**src/rtl/sc_stream_gen.sv**
```systemverilog
// Stochastic stream generator: steps an external LFSR for 2^LEN_LOG2 cycles and emits rand < operand per cycle.
// Optional ones counter enabled by defining SC_COUNT_EN; otherwise result is tied to zero.
module sc_stream_gen #(
   parameter int WIDTH    = 8,
   parameter int LEN_LOG2 = 8
) (
   input  logic                clk,
   input  logic                reset,
   input  logic                in_valid,
   output logic                in_ready,
   input  logic [WIDTH-1:0]    in_value,
   output logic                lfsr_en,
   input  logic [WIDTH-1:0]    rand_data,   // LFSR data; "rand" is a reserved keyword
   output logic                sbit,
   output logic                sbit_valid,
   output logic [LEN_LOG2:0]   result,
   output logic                result_valid
);

   // state | meaning
   // IDLE  | waiting for an operand, in_ready high
   // RUN   | LFSR stepping, one comparison per cycle for N cycles
   // DONE  | one-cycle end-of-stream, result_valid high
   typedef enum logic [1:0] {S_IDLE, S_RUN, S_DONE} state_t;

   localparam logic [LEN_LOG2:0] CNT_LAST = {1'b0, {LEN_LOG2{1'b1}}};

   state_t              state, state_nxt;
   logic [WIDTH-1:0]    op_q;
   logic [LEN_LOG2:0]   cnt;
   logic                hit;

   assign hit = (rand_data < op_q);

   always_ff @(posedge clk or negedge reset) begin
      if (!reset) state <= S_IDLE;
      else        state <= state_nxt;
   end

   always_comb begin
      state_nxt = state;
      case (state)
         S_IDLE:  if (in_valid) state_nxt = S_RUN;
         S_RUN:   if (cnt == CNT_LAST) state_nxt = S_DONE;
         S_DONE:  state_nxt = S_IDLE;
         default: state_nxt = S_IDLE;
      endcase
   end

   always_ff @(posedge clk or negedge reset) begin
      if (!reset) begin
         op_q       <= '0;
         cnt        <= '0;
         sbit       <= 1'b0;
         sbit_valid <= 1'b0;
      end else begin
         if (state == S_IDLE && in_valid) begin
            op_q <= in_value;
            cnt  <= '0;
         end
         if (state == S_RUN) begin
            sbit       <= hit;
            sbit_valid <= 1'b1;
            cnt        <= cnt + 1'b1;
         end else begin
            sbit       <= 1'b0;
            sbit_valid <= 1'b0;
         end
      end
   end

`ifdef SC_COUNT_EN
   logic [LEN_LOG2:0] ones;

   // Maximum is N, which fits in LEN_LOG2+1 bits, so no saturation logic is needed.
   always_ff @(posedge clk or negedge reset) begin
      if (!reset)                          ones <= '0;
      else if (state == S_IDLE && in_valid) ones <= '0;
      else if (state == S_RUN)             ones <= ones + {{LEN_LOG2{1'b0}}, hit};
   end

   always_comb begin
      in_ready     = (state == S_IDLE);
      lfsr_en      = (state == S_RUN);
      result_valid = (state == S_DONE);
      result       = (state == S_DONE) ? ones : '0;
   end
`else
   always_comb begin
      in_ready     = (state == S_IDLE);
      lfsr_en      = (state == S_RUN);
      result_valid = (state == S_DONE);
      result       = '0;
   end
`endif

endmodule
```
**config.mk**
```make
export PLATFORM = sky130hd
export DESIGN_NAME = sc_stream_gen
export DESIGN_NICKNAME = d
export VERILOG_FILES = /design/src/rtl/sc_stream_gen.sv
export SDC_FILE = /design/constraint.sdc
export NUM_CORES = 1
export LEC_CHECK = 0
export BUFFER_PORTS_ARGS = -buffer_cell sky130_fd_sc_hd__buf_2
export CORE_ASPECT_RATIO = 1.5
export CORE_UTILIZATION = 45
export CTS_CLUSTER_SIZE = 30
export DETAILED_ROUTE_END_ITERATION = 10
export GPL_TIMING_DRIVEN = 1
export PLACE_DENSITY = 0.81
export SETUP_SLACK_MARGIN = 0.3
export SLEW_MARGIN = 20
export SYNTH_ARGS = -nofsm -noshare
export SYNTH_HDL_FRONTEND = slang
export SYNTH_SLANG_ARGS = --single-unit
export TNS_END_PERCENT = 50
```
**constraint.sdc**
```tcl
create_clock -name clk -period 1.64 [get_ports clk]
set_clock_uncertainty 0.15 [all_clocks]
set_input_delay 0.164 -clock clk [delete_from_list [all_inputs] [get_ports clk]]
set_output_delay 0.164 -clock clk [all_outputs]
set_load 0.05 [all_outputs]
```
==> results of run 1 <==
[per-layer routing]
metal	share of wire (%)	GRT usage, %
met3	3.5	2.54
met4	2.4	8.33
met1	36	19.9
met5	0	0
met2	58	37.1
[cell families after synthesis]
logic type      share of synthesized area [%]
compound gates                           8.53
xor+xnor                                0.765
fa+ha+maj                                9.84
buf+inv                                  11.5
flops                                    45.9
mux                                      10.8
other cells                             0.328
simple gates                             12.4
[through the flow]
stage	setup TNS (ns)	util (%)	power, uW	instances	hold WS [ns]
floorplan	0	-	661	114	-0.282
global placement	0	51.2	685	151	-0.0169
detailed placement	-0.00609	51.2	693	151	-0.00759
CTS	0	61.0	966	173	0.183
global route	0	62.2	1020	174	0.194
finish	0	62.2	968	174	0.176
[sequential cells by signal (all words and copies together), names as in the netlist]
name        cells
sbit            1
sbit_valid      1
op_q            8
state           2
cnt             9
[report_power, final]
part	switching, uW	total, uW	internal (uW)
logic	110	181	71.1
clock network	158	250	91.1
registers	6.06	537	531
[repair_timing]
action                                  CTS  global route
endpoints found under the setup margin   24            23
setup buffers                             8             0
hold buffers                             10             0
gates resized for setup                  11             9
pin swaps                                 2             1
gates cloned                              0             1
hold endpoints to repair                 30             0
[cell usage after synthesis, types with 2 or more instances]
| cell | count |
|---|---|
| dfrtp_1 | 21 |
| buf_4 | 9 |
| ha_1 | 9 |
| inv_1 | 9 |
| nand2_1 | 8 |
| mux2_2 | 7 |
| nand3_1 | 6 |
| a21oi_1 | 3 |
| mux2i_1 | 3 |
| nand4_1 | 3 |
| nor2_1 | 3 |
| o21ai_0 | 3 |
| nand2b_1 | 2 |
| nor3_1 | 2 |
[critical path, cell delays in order, from the launching register on]
cell     delay (ns)
dfrtp_2        0.46
or3b_4         0.40
buf_6          0.15
mux2_4         0.29
[final cells by class]
class | count | area, sq um | area share (%)
multi-input cells | 72 | 574 | 38.1
flip-flops and latches | 21 | 527 | 35.0
repair buffers | 44 | 310 | 20.6
clock buffers | 3 | 22.5 | 1.50
inverters | 9 | 37.5 | 2.49
clock inverters | 1 | 5.00 | 0.332
well taps | 24 | 30.0 | 1.99
[how the worst max path moves through the flow]
stage	end	slack [ns]	cells past startpoint	startpoint
floorplan	op_q[7]$_DFFE_PN0P_	0.06	4	state[1]$_DFFE_PN0P_
global placement	lfsr_en	0.11	3	state[1]$_DFFE_PN0P_
detailed placement	cnt[4]$_DFFE_PN0P_	-0.006	4	state[1]$_DFFE_PN0P_
CTS	op_q[7]$_DFFE_PN0P_	0.09	3	state[0]$_DFFE_PN0P_
global route	op_q[7]$_DFFE_PN0P_	0.04	3	state[0]$_DFFE_PN0P_
finish	op_q[7]$_DFFE_PN0P_	0.07	3	state[0]$_DFFE_PN0P_
[placed cells by master (no fill, tap or decap), types with 4 or more instances in the layout]
cell           netlist  routed
ha_1                 9       7
nand3_1              6       4
buf_2                0      21
buf_4                9      11
dlygate4sd3_1        0      10
conb_1               1       9
dfrtp_1             21      20
inv_1                9       7
nand2_1              8       7
mux2_2               7       7
==> reports/qor.csv, run 1 <==
metric,value,unit
clock latency on the worst-skew pair,0.31,ns
Synth area leaders,"dfrtp_1, ha_1, mux2_2",
CTS Buffer Depth,2,
Max Freq,0.639,GHz
DR WL/cell,14.9,microns
WP data required,1.69,ns
global-route wire length before repair,4040,microns
PD cells,642,nW/um^2
total track usage,19.4,%
CTS Buf Count,3,
Synthesis Warnings,0,
CTS clock-pin slew for the worst setup and hold paths,0.12,ns
die area,2750,sq um
ANT nets after route,0,
routability cong.,0.789,
Fin. Hold Viols,0,
DRC,0,
Vias,921,
Worst R2R Setup Slack,0.07,ns
die height,63.8,microns
final setup margin,0.0743,ns
Ports,33,
Overflow after GRT,0,
Routed Wire Length,2600,microns
Synth-to-Final Area Change,31.6,%
antenna violations before repair,0,
maxcap violations,0,
FF-to-FF End,op_q[7]$_DFFE_PN0P_,
run status,completed,
crit path DAT,1.62,ns
"EDFF count, synth",0,
fin. max-slew vios,0,
WS Path Type,register to register,
Synth area leader,dfrtp_1,
Tmin final,1.57,ns
post-DR vias/cell,5.29,
startpoint types,register,
worst hold path type,input pin to async pin,
H-tree depth,1,
Reg2Reg Depth,3,
Crit. End Element,register,
design area,1510,sq um
mean post-synth cell area,10.8,sq um
Lkg Pwr,0.000735,uW
vias in the first global route,992,
Syn Std Cell Area,1140,sq um
First-pass DRT Iterations,4,
# fillers,190,
Root Driver,clkbuf_4,
# rows,22,
ant diodes,0,
worst r2r src,state[0]$_DFFE_PN0P_,
placed cell area,1240,sq um
Num Clock Sinks,21,
share of the synthesized area in the top cell type,45.9,%
Peak VDD IR,0.000334,V
Place WS,-0.00609,ns
period utilization,95.5,%
ys flop type,dfrtp_1,
crit-path max FO,7,
port bufs,23,
register area share after synthesis,45.9,%
largest net degree at the start of global routing,22,
final setup fails,0,
share of cells above drive strength 1,38.0,%
DRT iter0 DRCs,24,
flip-flop and latch count after synthesis,21,
"Distinct cells, synth",32,
layout net count,179,
Starting Density,47.3,%
Cells after Synth,106,
Die Wd,43.2,microns
DP HPWL,1590,microns
TritonCTS clock tree,yes,
RSZ-0062 raised after global routing,yes,
area of the core,2420,sq um
"Async S/R FF share, synth",100,%
Power figures use the tool's default switching activity.
==> run 2, diff against run 1 <==
--- a/config.mk
+++ b/config.mk
@@ -7,11 +7,12 @@
 export LEC_CHECK = 0
 export BUFFER_PORTS_ARGS = -buffer_cell sky130_fd_sc_hd__buf_2
 export CORE_ASPECT_RATIO = 1.5
-export CORE_UTILIZATION = 45
+export CORE_UTILIZATION = 48
+export CTS_BUF_LIST = sky130_fd_sc_hd__clkbuf_2
 export CTS_CLUSTER_SIZE = 30
 export DETAILED_ROUTE_END_ITERATION = 10
 export GPL_TIMING_DRIVEN = 1
-export PLACE_DENSITY = 0.81
+export PLACE_DENSITY = 0.85
 export SETUP_SLACK_MARGIN = 0.3
 export SLEW_MARGIN = 20
 export SYNTH_ARGS = -nofsm -noshare
==> run 2 against run 1 <==
Net effect:
- register-to-register slack got worse by 0.05 ns
- first-iteration DRC count fell by 13%
- power barely moved
- sequential cell count did not move
- sequential power barely moved
- die area fell by 6.0%
- sequential share of layout area fell by 0.29 points
- largest cell class unchanged
- critical path depth did not move
- hold slack got worse by 0.063 ns
- worst setup slack got worse by 0.048 ns
- via count rose by 0.76%
==> reports/qor.csv, run 2 (same netlist as run 1, synthesis figures left out) <==
metric,value,unit
run status,completed,
global-route wire length before repair,4050,microns
crit-path max cell delay,0.50,ns
Die Wd,41.9,microns
Ports,33,
Synth-to-Final Area Change,32.7,%
Critical Path Slowest Stage Cell,dfrtp_2,
ANT nets after route,0,
Overflow after GRT,0,
Starting Density,51.3,%
Crit. End Element,register,
DR WL/cell,16.1,microns
maxcap violations,0,
DRC,0,
met2 usage,43.3,%
TritonCTS clock tree,yes,
Tmin final,1.61,ns
total track usage,21.8,%
die height,61.8,microns
ant diodes,0,
crit path DAT,1.71,ns
First-pass DRT Iterations,4,
CP cell instances,"or3b_4, buf_8, mux2_4",
WS Path Type,register to register,
routability cong.,0.825,
routing usage on met3,2.31,%
Max Freq,0.620,GHz
Lkg Pwr,0.000728,uW
CTS clock-pin slew for the worst setup and hold paths,0.20,ns
antenna violations before repair,0,
DP HPWL,1700,microns
WP buf/inv,1,
grt peak-use layer,met2,
RSZ-0062 raised after global routing,yes,
crit-path max FO,10,
layout net count,176,
Largest regs,"cnt: 9 flops, op_q: 8 flops, state: 2 flops",
post-DR vias/cell,5.46,
hold_ws,0.113,ns
period utilization,98.4,%
area of the core,2230,sq um
vias in the first global route,943,
port bufs,23,
max reg flops,9,
final setup fails,0,
most frequent cells in the layout,"dfrtp_1, buf_2, dlygate4sd3_1",
Peak VDD IR,0.000436,V
final setup TNS,0,ns
most flop-heavy register,cnt,
H-tree depth,1,
CTS Buf Count,3,
fin. max-slew vios,0,
Fin. Hold Viols,0,
# fillers,138,
"CP delay by family, top",flip-flops,
Root Driver,clkbuf_2,
Routed Wire Length,2730,microns
largest net degree at the start of global routing,22,
WP data required,1.74,ns
GR Util met1,21.0,%
clock latency on the worst-skew pair,0.35,ns
DRT iter0 DRCs,21,
CTS Buffer Depth,2,
Vias,928,
# rows,21,
die area,2590,sq um
Num Clock Sinks,21,
worst hold path type,input pin to async pin,
startpoint types,register,
PD cells,637,nW/um^2
share of cells above drive strength 1,36.7,%
## run 2: final timing paths
kind	end	start	cells past startpoint	slack, ns
worst min register to register	cnt[7]$_DFFE_PN0P_	cnt[7]$_DFFE_PN0P_	1	0.34
min in group clk	sbit$_DFF_PN0_	rand_data[7]	5	0.17
worst max register to register	op_q[7]$_DFFE_PN0P_	state[0]$_DFFE_PN0P_	3	0.03
worst min-delay path	sbit$_DFF_PN0_	reset	2	0.11
worst max-delay path	op_q[7]$_DFFE_PN0P_	state[0]$_DFFE_PN0P_	3	0.03
max in group asynchronous	state[0]$_DFFE_PN0P_	reset	2	0.90
## run 2: report_power, final
part	internal, uW	leakage, uW	switching [uW]
Clock	64.4	0.0000166	163
Combinational	81.2	0.000455	121
Sequential	531	0.000257	6.39
## run 2: area by class of cell
| type | instances | area, sq um | area share, % |
|---|---|---|---|
| Inverter | 9 | 37.5 | 2.47 |
| Timing Repair Buffer | 41 | 305 | 20.1 |
| Multi-Input combinational cell | 72 | 601 | 39.5 |
| Tap cell | 23 | 28.8 | 1.89 |
| Clock buffer | 4 | 20.0 | 1.32 |
| Sequential cell | 21 | 527 | 34.7 |
## run 2: per-layer routing
layer | routed length [microns] | vias to the layer above
met5 | 0 | -
met4 | 169 | 0
met3 | 89 | 15
met2 | 1460 | 34
met1 | 1010 | 447
li1 | - | 432
## run 2: what timing repair did
item	4_1_cts	5_1_grt
setup buffers	4	1
cloned	0	0
hold buffers	10	0
resized for setup	20	3
endpoints found under the hold margin	30	0
endpoints found under the setup margin	24	23
pin swaps	5	0
## run 2: stage by stage
stage	instances	util [%]	power, uW	cell area (sq um)	setup WS (ns)
after detailed placement	151	55.9	692	1250	0.0428
after CTS	169	67.3	957	1500	0.0650
after floorplan	114	-	661	1180	0.0628
final	170	68.0	967	1520	0.0262
after global routing	170	68.0	1010	1520	0.0184
after global placement	151	55.9	684	1250	0.116
